<file path="src/rtl/pipe_stage_reg.sv">
// Elastic inter-stage pipeline register: valid/ready handshake, optional
// two-entry skid buffer, flush squash and a saturating bubble counter.
module pipe_stage_reg #(
    parameter int DATA_W = 96,
    parameter int CTRL_W = 12,
    parameter int SKID   = 1,
    parameter int CNT_W  = 16
) (
    input  logic              clk,
    input  logic              reset,
    input  logic              flush,
    input  logic              in_valid,
    output logic              in_ready,
    input  logic [DATA_W-1:0] in_data,
    input  logic [CTRL_W-1:0] in_ctrl,
    output logic              out_valid,
    input  logic              out_ready,
    output logic [DATA_W-1:0] out_data,
    output logic [CTRL_W-1:0] out_ctrl,
    output logic [1:0]        occupancy,
    output logic [CNT_W-1:0]  bubble_cnt
);

    localparam bit UseSkid = (SKID != 0);

    logic              m_valid_q, m_valid_d;
    logic [DATA_W-1:0] m_data_q, m_data_d;
    logic [CTRL_W-1:0] m_ctrl_q, m_ctrl_d;
    logic              s_valid_q, s_valid_d;
    logic [DATA_W-1:0] s_data_q, s_data_d;
    logic [CTRL_W-1:0] s_ctrl_q, s_ctrl_d;
    logic              rdy_q, rdy_d;
    logic [CNT_W-1:0]  bubble_q, bubble_d;
    logic              fire_in, fire_out;

    assign in_ready   = UseSkid ? rdy_q : (!m_valid_q || out_ready);
    assign fire_in    = in_valid && in_ready;
    assign fire_out   = m_valid_q && out_ready;
    assign out_valid  = m_valid_q;
    assign out_data   = m_data_q;
    assign out_ctrl   = m_valid_q ? m_ctrl_q : '0;
    assign occupancy  = {1'b0, m_valid_q} + {1'b0, s_valid_q};
    assign bubble_cnt = bubble_q;

    always_comb begin
        m_valid_d = m_valid_q;
        m_data_d  = m_data_q;
        m_ctrl_d  = m_ctrl_q;
        s_valid_d = s_valid_q;
        s_data_d  = s_data_q;
        s_ctrl_d  = s_ctrl_q;
        bubble_d  = bubble_q;

        if (out_ready && !m_valid_q && (bubble_q != '1)) begin
            bubble_d = bubble_q + CNT_W'(1);
        end

        if (flush) begin
            m_valid_d = 1'b0;
            m_data_d  = '0;
            m_ctrl_d  = '0;
            s_valid_d = 1'b0;
            s_data_d  = '0;
            s_ctrl_d  = '0;
        end else if (UseSkid) begin
            // in_ready is low while S is full, so no accept can race the drain
            if (s_valid_q) begin
                if (fire_out) begin
                    m_data_d  = s_data_q;
                    m_ctrl_d  = s_ctrl_q;
                    s_valid_d = 1'b0;
                end
            end else if (fire_in && (!m_valid_q || fire_out)) begin
                m_valid_d = 1'b1;
                m_data_d  = in_data;
                m_ctrl_d  = in_ctrl;
            end else if (fire_in) begin
                s_valid_d = 1'b1;
                s_data_d  = in_data;
                s_ctrl_d  = in_ctrl;
            end else if (fire_out) begin
                m_valid_d = 1'b0;
            end
        end else begin
            if (fire_in) begin
                m_valid_d = 1'b1;
                m_data_d  = in_data;
                m_ctrl_d  = in_ctrl;
            end else if (fire_out) begin
                m_valid_d = 1'b0;
            end
        end

        rdy_d = !s_valid_d;
    end

    always_ff @(posedge clk) begin
        if (reset) begin
            m_valid_q <= 1'b0;
            m_data_q  <= '0;
            m_ctrl_q  <= '0;
            s_valid_q <= 1'b0;
            s_data_q  <= '0;
            s_ctrl_q  <= '0;
            rdy_q     <= 1'b1;
            bubble_q  <= '0;
        end else begin
            m_valid_q <= m_valid_d;
            m_data_q  <= m_data_d;
            m_ctrl_q  <= m_ctrl_d;
            s_valid_q <= s_valid_d;
            s_data_q  <= s_data_d;
            s_ctrl_q  <= s_ctrl_d;
            rdy_q     <= rdy_d;
            bubble_q  <= bubble_d;
        end
    end

endmodule

</file>
<file path="config.mk">
export PLATFORM = sky130hd
export DESIGN_NAME = pipe_stage_reg
export DESIGN_NICKNAME = d
export VERILOG_FILES = /design/src/rtl/pipe_stage_reg.sv
export SDC_FILE = /design/constraint.sdc
export NUM_CORES = 1
export LEC_CHECK = 0
export BUFFER_PORTS_ARGS = -buffer_cell sky130_fd_sc_hd__buf_2
export CAP_MARGIN = 10
export CELL_PAD_IN_SITES_DETAIL_PLACEMENT = 0
export CELL_PAD_IN_SITES_GLOBAL_PLACEMENT = 1
export CORE_MARGIN = 2
export CORE_UTILIZATION = 39
export DETAILED_ROUTE_END_ITERATION = 6
export GPL_ROUTABILITY_DRIVEN = 0
export PLACE_DENSITY = 0.82
export SLEW_MARGIN = 25
export SYNTH_ARGS = -nofsm -noshare
export SYNTH_HDL_FRONTEND = slang
export SYNTH_SLANG_ARGS = --single-unit
</file>
<file path="constraint.sdc">
create_clock -name clk -period 2.4 [get_ports clk]
set_clock_uncertainty 0.1 [all_clocks]
set_input_delay 0.12 -clock clk [delete_from_list [all_inputs] [get_ports clk]]
set_output_delay 0.12 -clock clk [all_outputs]
set_load 0.02 [all_outputs]
</file>
==> results of run 1 <==
path summary, 6_finish.rpt:
path / endpoint / slack [ns]
min: s_data_q[55]$_SDFFE_PP0P_ / 0.13
max reg2reg: s_data_q[90]$_SDFFE_PP0P_ / 0.44
max: s_valid_q$_SDFF_PP0_ / 0.28
min reg2reg: s_ctrl_q[0]$_SDFFE_PP0P_ / 0.35
stage by stage:
step / setup WS [ns] / cell area (um2) / power (mW) / instances
2_1_floorplan: 0.560 / 9480 / 4.61 / 1077
3_3_place_gp: 0.513 / 10900 / 4.89 / 1567
3_5_place_dp: 0.449 / 10900 / 4.90 / 1567
4_1_cts: 0.298 / 12900 / 9.20 / 1726
5_1_grt: 0.147 / 12900 / 9.46 / 1726
6_report: 0.279 / 12900 / 9.09 / 1726
layer usage:
metal	GRT usage	vias up
met1	0.243	3783
met5	0	-
li1	-	4330
met3	0.0309	44
met4	0.0512	0
met2	0.323	168
kinds of logic after synthesis:
| logic type | after synthesis | synth area share |
|---|---|---|
| AND/OR/NAND/NOR | 392 | 0.175 |
| buffers and inverters | 94 | 0.0461 |
| multiplexers | 116 | 0.123 |
| AO/OA/AOI/OAI | 238 | 0.157 |
| adder cells (fa/ha/maj) | 2 | 0.00264 |
| flip-flops | 235 | 0.496 |
layout by cell type (no fill, tap or decap), drive strengths merged, types with 2 or more instances in the layout:
| cell | n |
|---|---|
| nor2 | 117 |
| o31ai | 2 |
| inv | 6 |
| a211oi | 109 |
| bufinv | 2 |
| nor4 | 3 |
| clkinv | 7 |
| a31oi | 4 |
| nand3 | 6 |
| nor3 | 4 |
| nand4 | 2 |
| buf | 254 |
| o21ai | 4 |
| mux2i | 109 |
| dlygate4sd3 | 112 |
| a21oi | 116 |
| nand2 | 225 |
| or4 | 2 |
| mux2 | 7 |
| and2 | 14 |
| ha | 2 |
| dfxtp | 235 |
| nor2b | 9 |
| clkbuf | 37 |
final cells by class:
class | count | share of cell area
repair buffers | 366 | 0.195
inverters | 6 | 0.00174
clock inverters | 10 | 0.00794
well taps | 324 | 0.0314
clock buffers | 37 | 0.0622
flip-flops and latches | 235 | 0.364
multi-input cells | 748 | 0.338
state kept, by name, indices dropped and copies added, names as in the netlist:
register and cells:
bubble_cnt 16, in_ready 1, m_ctrl_q 12, out_data 96
out_valid 1, s_ctrl_q 12, s_data_q 96, s_valid_q 1
power groups by stage:
| stage | Sequential [mW] | Combinational, mW | Clock (mW) |
|---|---|---|---|
| 2_1_floorplan | 4.23 | 0.381 | 0 |
| 3_3_place_gp | 4.13 | 0.759 | 0 |
| 3_5_place_dp | 4.14 | 0.765 | 0 |
| 4_1_cts | 4.05 | 0.915 | 4.23 |
| 5_1_grt | 4.06 | 1.00 | 4.40 |
| 6_report | 4.05 | 0.913 | 4.12 |
timing repair:
action	in CTS	in global routing
resized for setup	0	0
hold endpoints to repair	225	0
hold buffers	112	0
critical path, cell delays in order:
cell,delay (ns)
dlygate4sd3_1,0.52
buf_2,0.36
or2_4,0.24
buf_12,0.35
a211o_1,0.18
dlygate4sd3_1,0.58
inv_1,0.05
==> results by group, run 1 <==
Clocking
  – CTS Buffer Depth: 3
  – Clk root buf: clkbuf_16
  – Clk sinks: 235
  – CTS buffer count: 26
  – Clk_lat worst skew: 0.52 ns
  – Post-CTS Setup Bufs: 0
  – Reg clk slew, reported paths: 0.06 ns
  – H-tree depth: 1
  – CTS tree: built

STA
  – Setup-failing EPs final: 0
  – Fraction of the cycle the final worst path needs: 0.884
  – Clock period minus worst slack: roughly 2.1 ns
  – Minimum hold slack: 0.130 ns
  – Tightest Pin Transition: 0.797 ns
  – Final Max Slew Viols: 0
  – Setup tns final: 0 ns
  – RSZ-0062 raised after global routing: no
  – FMAX: 471 MHz
  – Endpoints failing hold: 0
  – Slew headroom: 0.469

Yosys
  – Synth warnings: 0
  – Average size of a mapped cell: 8.80 um2
  – Number of synthesized register bits: 235
  – Sequential fraction of the synthesis area: 0.496
  – Post-synth top flop: dfxtp_1
  – Commonest cells post-synth: dfxtp_1, nand2_1, nor2_1
  – Top cells by area, synth: dfxtp_1, mux2i_1, nand2_1
  – Synthesized cell area: 9480 um2
  – Yosys top cell by area: dfxtp_1
  – Fraction of registers with async set/reset: 0
  – Distinct cells, synth: 42
  – Most instantiated library cell after synthesis: dfxtp_1
  – Post-synth EDFFs: 0
  – Mapped Nets: 1192
  – Share of the synthesized area in the top cell type: 0.496
  – Post-Synthesis Cells: between 1000 and 1500

Global routing
  – Grt total ovfl: 0
  – First-pass GRT wire length: 40500 um
  – Vias in the first global route: 8171
  – Gr usage total: 0.187
  – Initial antenna violation count: 0
  – Largest net degree at the start of global routing: 112

Worst setup path
  – WS Path Type: in2reg
  – Peak fanout along the critical path: between 100 and 150
  – Worst EP required: 2.71 ns
  – Critical Path Start Type: input port
  – Worst r2r src: out_valid$_SDFFE_PP0P_
  – Critical Path Start: reset
  – Crit. End Element: flop
  – Worst reg-to-reg path cell count: 5
  – CP arrival: 2.43 ns

Floorplanning
  – Cell row count: 57
  – CORE AREA: about 24000 um2
  – Die area: 25600 um2
  – Initial Utilization: 0.393
  – Io pins: 241
  – Die Ht: 160 um
  – Die W: around 160 um

Detailed routing
  – Detailed-route wire length: around 25000 um
  – Highest Signal Layer: met4
  – DR vias: 8325
  – Met2 routed WL: 11900 um
  – Via density: 4.82
  – Met1 Routed Length: 11300 um
  – Antenna Violating Nets Remaining: 0
  – # DRC: 0
  – Met3 routed WL: roughly 1100 um
  – DRT iter0 DRCs: 416
  – First drt pass iteration count: 4
  – DR WL/cell: 14.4 um

Placement
  – I/O Buffers: 240
  – Post-DP HPWL: 14900 um

Final layout
  – Area of the multi-input gates: 4360 um2
  – Layout cells sized above 1: 0.228
  – Reg area: 4710 um2
  – P&R area growth vs syn: 36.3%
  – Final Net Count: 1498
  – Fin util: 0.536
  – Fillers: 2261
  – ANT cells: 0

Hold path
  – Worst hold path type: in2reg
  – Hold_sp: flush
  – Hold Path Stages: 4

Power
  – Total power per unit cell area: about 700 nW/um2
  – Net switching power: 2.16 mW
  – Comb pwr share: 0.100
  – Clock power share: 0.454
  – Max VDD drop: roughly 440 uV
  – Internal power: just under 7 mW
  – Pleak: 5.02 nW
  – Sw Share: 0.238
  – Flop pwr share: 0.446

Run status
  – Status: complete, no violations

Run
  – Max-Cap Viols: 0
No activity file was read; power rests on OpenSTA's default activity.
==> run 2: changes to the inputs <==
==> constraint.sdc (replaced) <==
create_clock -name clk -period 2.4 [get_ports clk]
set_clock_uncertainty 0.1 [all_clocks]
set_input_delay 0.24 -clock clk [delete_from_list [all_inputs] [get_ports clk]]
set_output_delay 0.24 -clock clk [all_outputs]
set_load 0.02 [all_outputs]
==> run 2 against run 1 <==
Via count down 0.16%. Design area shrank 0.60%. Count of clock-buffer cells in the layout is 1 lower. Critical endpoint is now occupancy[0]. Largest cell class unchanged.
==> results by group, run 2 (synthesized netlist as in run 1, its figures left out) <==
Floorplanning
  – Die W: 160 um
  – Initial Utilization: 0.393
  – Die area: 25600 um2
  – Cell row count: 57
  – Die Ht: between 150 and 200 um
  – CORE AREA: 24100 um2
  – Io pins: 241

Power
  – Total power: 8.83 mW
  – Comb pwr share: 0.103
  – Clock power share: 0.438
  – Total power per unit cell area: 688 nW/um2
  – Net switching power: 2.11 mW
  – Max VDD drop: around 450 uV
  – Flop pwr share: 0.459
  – Pleak: 4.99 nW
  – Internal power: 6.72 mW
  – Sw Share: 0.239

Hold path
  – Worst hold path type: in2reg

Global routing
  – First-pass GRT wire length: approximately 40000 um
  – Largest net degree at the start of global routing: roughly 90
  – Gr usage total: 0.184
  – Vias in the first global route: roughly 7800
  – Grt total ovfl: 0
  – Initial antenna violation count: 0

Final layout
  – Layout cells sized above 1: 0.225
  – Commonest non-fill, non-tap cell in the layout: buf_2
  – Final Net Count: 1499
  – P&R area growth vs syn: 35.5%
  – Most frequent cells in the layout: buf_2, dfxtp_1, nand2_1
  – Fillers: between 2000 and 2500
  – Final instance area: 12800 um2
  – ANT cells: 0
  – Fin util: 0.533

Run status
  – Status: complete, no violations

Detailed routing
  – DR WL/cell: 14.2 um
  – First drt pass iteration count: 4
  – DR vias: 8312
  – # DRC: 0
  – DRT iter0 DRCs: approximately 470
  – Detailed-route wire length: 24400 um
  – Antenna Violating Nets Remaining: 0
  – Via density: 4.83

Clocking
  – CTS Buffer Depth: 3
  – CTS buffer count: 26
  – Clk sinks: 235
  – Clk_lat worst skew: about 0.52 ns
  – Post-CTS Setup Bufs: 0
  – CTS tree: built
  – Reg clk slew, reported paths: 0.07 ns
  – Clk root buf: clkbuf_16
  – H-tree depth: 1

Run
  – Max-Cap Viols: 0

Placement
  – I/O Buffers: 240
  – Post-DP HPWL: around 15000 um
  – Dpl cell area: between 10000 and 15000 um2

STA
  – Tightest Pin Transition: 0.777 ns
  – Fraction of the cycle the final worst path needs: 0.904
  – RSZ-0062 raised after global routing: no
  – Minimum hold slack: 0.0356 ns
  – Endpoints failing hold: 0
  – FMAX: between 400 and 500 MHz
  – Clock period minus worst slack: 2.17 ns
  – Setup tns final: 0 ns
  – Final Max Slew Viols: 0
  – Slew headroom: 0.482
  – Setup-failing EPs final: 0

Worst setup path
  – Crit. End Element: output pin
  – Worst EP required: between 2 and 2.5 ns
  – Peak fanout along the critical path: 44
  – Critical Path Start Type: flop
  – CP arrival: 1.83 ns
  – WS Path Type: reg2out
==> run 2: cell types whose count changed in the layout (fill, tap and decap cells not counted) <==
| cell | delta |
|---|---|
| clkinv_2 | -4 |
| clkbuf_8 | -3 |
| bufinv_16 | -1 |
| buf_12 | -1 |
| clkbuf_1 | +2 |
| buf_4 | +2 |
| clkinv_4 | +2 |
| dlygate4sd3_1 | -1 |
| buf_6 | +1 |
| clkinvlp_4 | -1 |
==> run 2: final timing paths <==
kind,cells past startpoint,end,from,slack [ns]
worst max-delay path,3,occupancy[0],s_valid_q$_SDFF_PP0_,0.23
worst min-delay path,2,bubble_cnt[7]$_SDFFE_PP0P_,reset,0.04
worst max register to register,6,out_data[63]$_SDFFE_PP0P_,out_valid$_SDFFE_PP0P_,0.43
worst min register to register,2,s_data_q[84]$_SDFFE_PP0P_,s_data_q[84]$_SDFFE_PP0P_,0.35
==> run 2: critical path, stage by stage, from the launching register on <==
cell and delay [ns]:
dfxtp_4 0.36, buf_6 0.43, ha_1 0.33, buf_2 0.16
==> run 2: per-layer routing <==
metal  wire length (um)  track usage
met1              11100        0.240
met5                  0            0
met4                572       0.0553
met2              11400        0.309
met3               1300       0.0345
==> run 2: area by class of cell <==
class | instances | area (um2) | share of cell area
multi-input combinational | 748 | 4360 | 0.340
timing repair buffer | 367 | 2510 | 0.196
clock inverter | 6 | 62.6 | 0.00487
sequential | 235 | 4710 | 0.367
inverter | 6 | 22.5 | 0.00175
tap | 324 | 405 | 0.0316
clock buffer | 36 | 769 | 0.0599
==> run 2: stage by stage <==
step | std cells | setup WS [ns]
6_report | 1722 | 0.230
5_1_grt | 1722 | 0.137
4_1_cts | 1722 | 0.0117
3_5_place_dp | 1569 | 0.420
3_3_place_gp | 1569 | 0.467
2_1_floorplan | 1077 | 0.560
==> run 2: what timing repair did <==
action / CTS / global route
hold endpoints to repair: 219 / 0
hold buffers: 111 / 0
endpoints found under the setup margin: 0 / 1
gates resized for setup: 0 / 1
==> run 2: power by group through the flow <==
stage	Combinational, mW	Sequential [mW]	Clock (mW)
floorplan	0.381	4.23	0
global placement	0.761	4.13	0
detailed placement	0.767	4.14	0
CTS	0.916	4.05	3.99
global route	1.00	4.06	4.15
finish	0.910	4.05	3.87
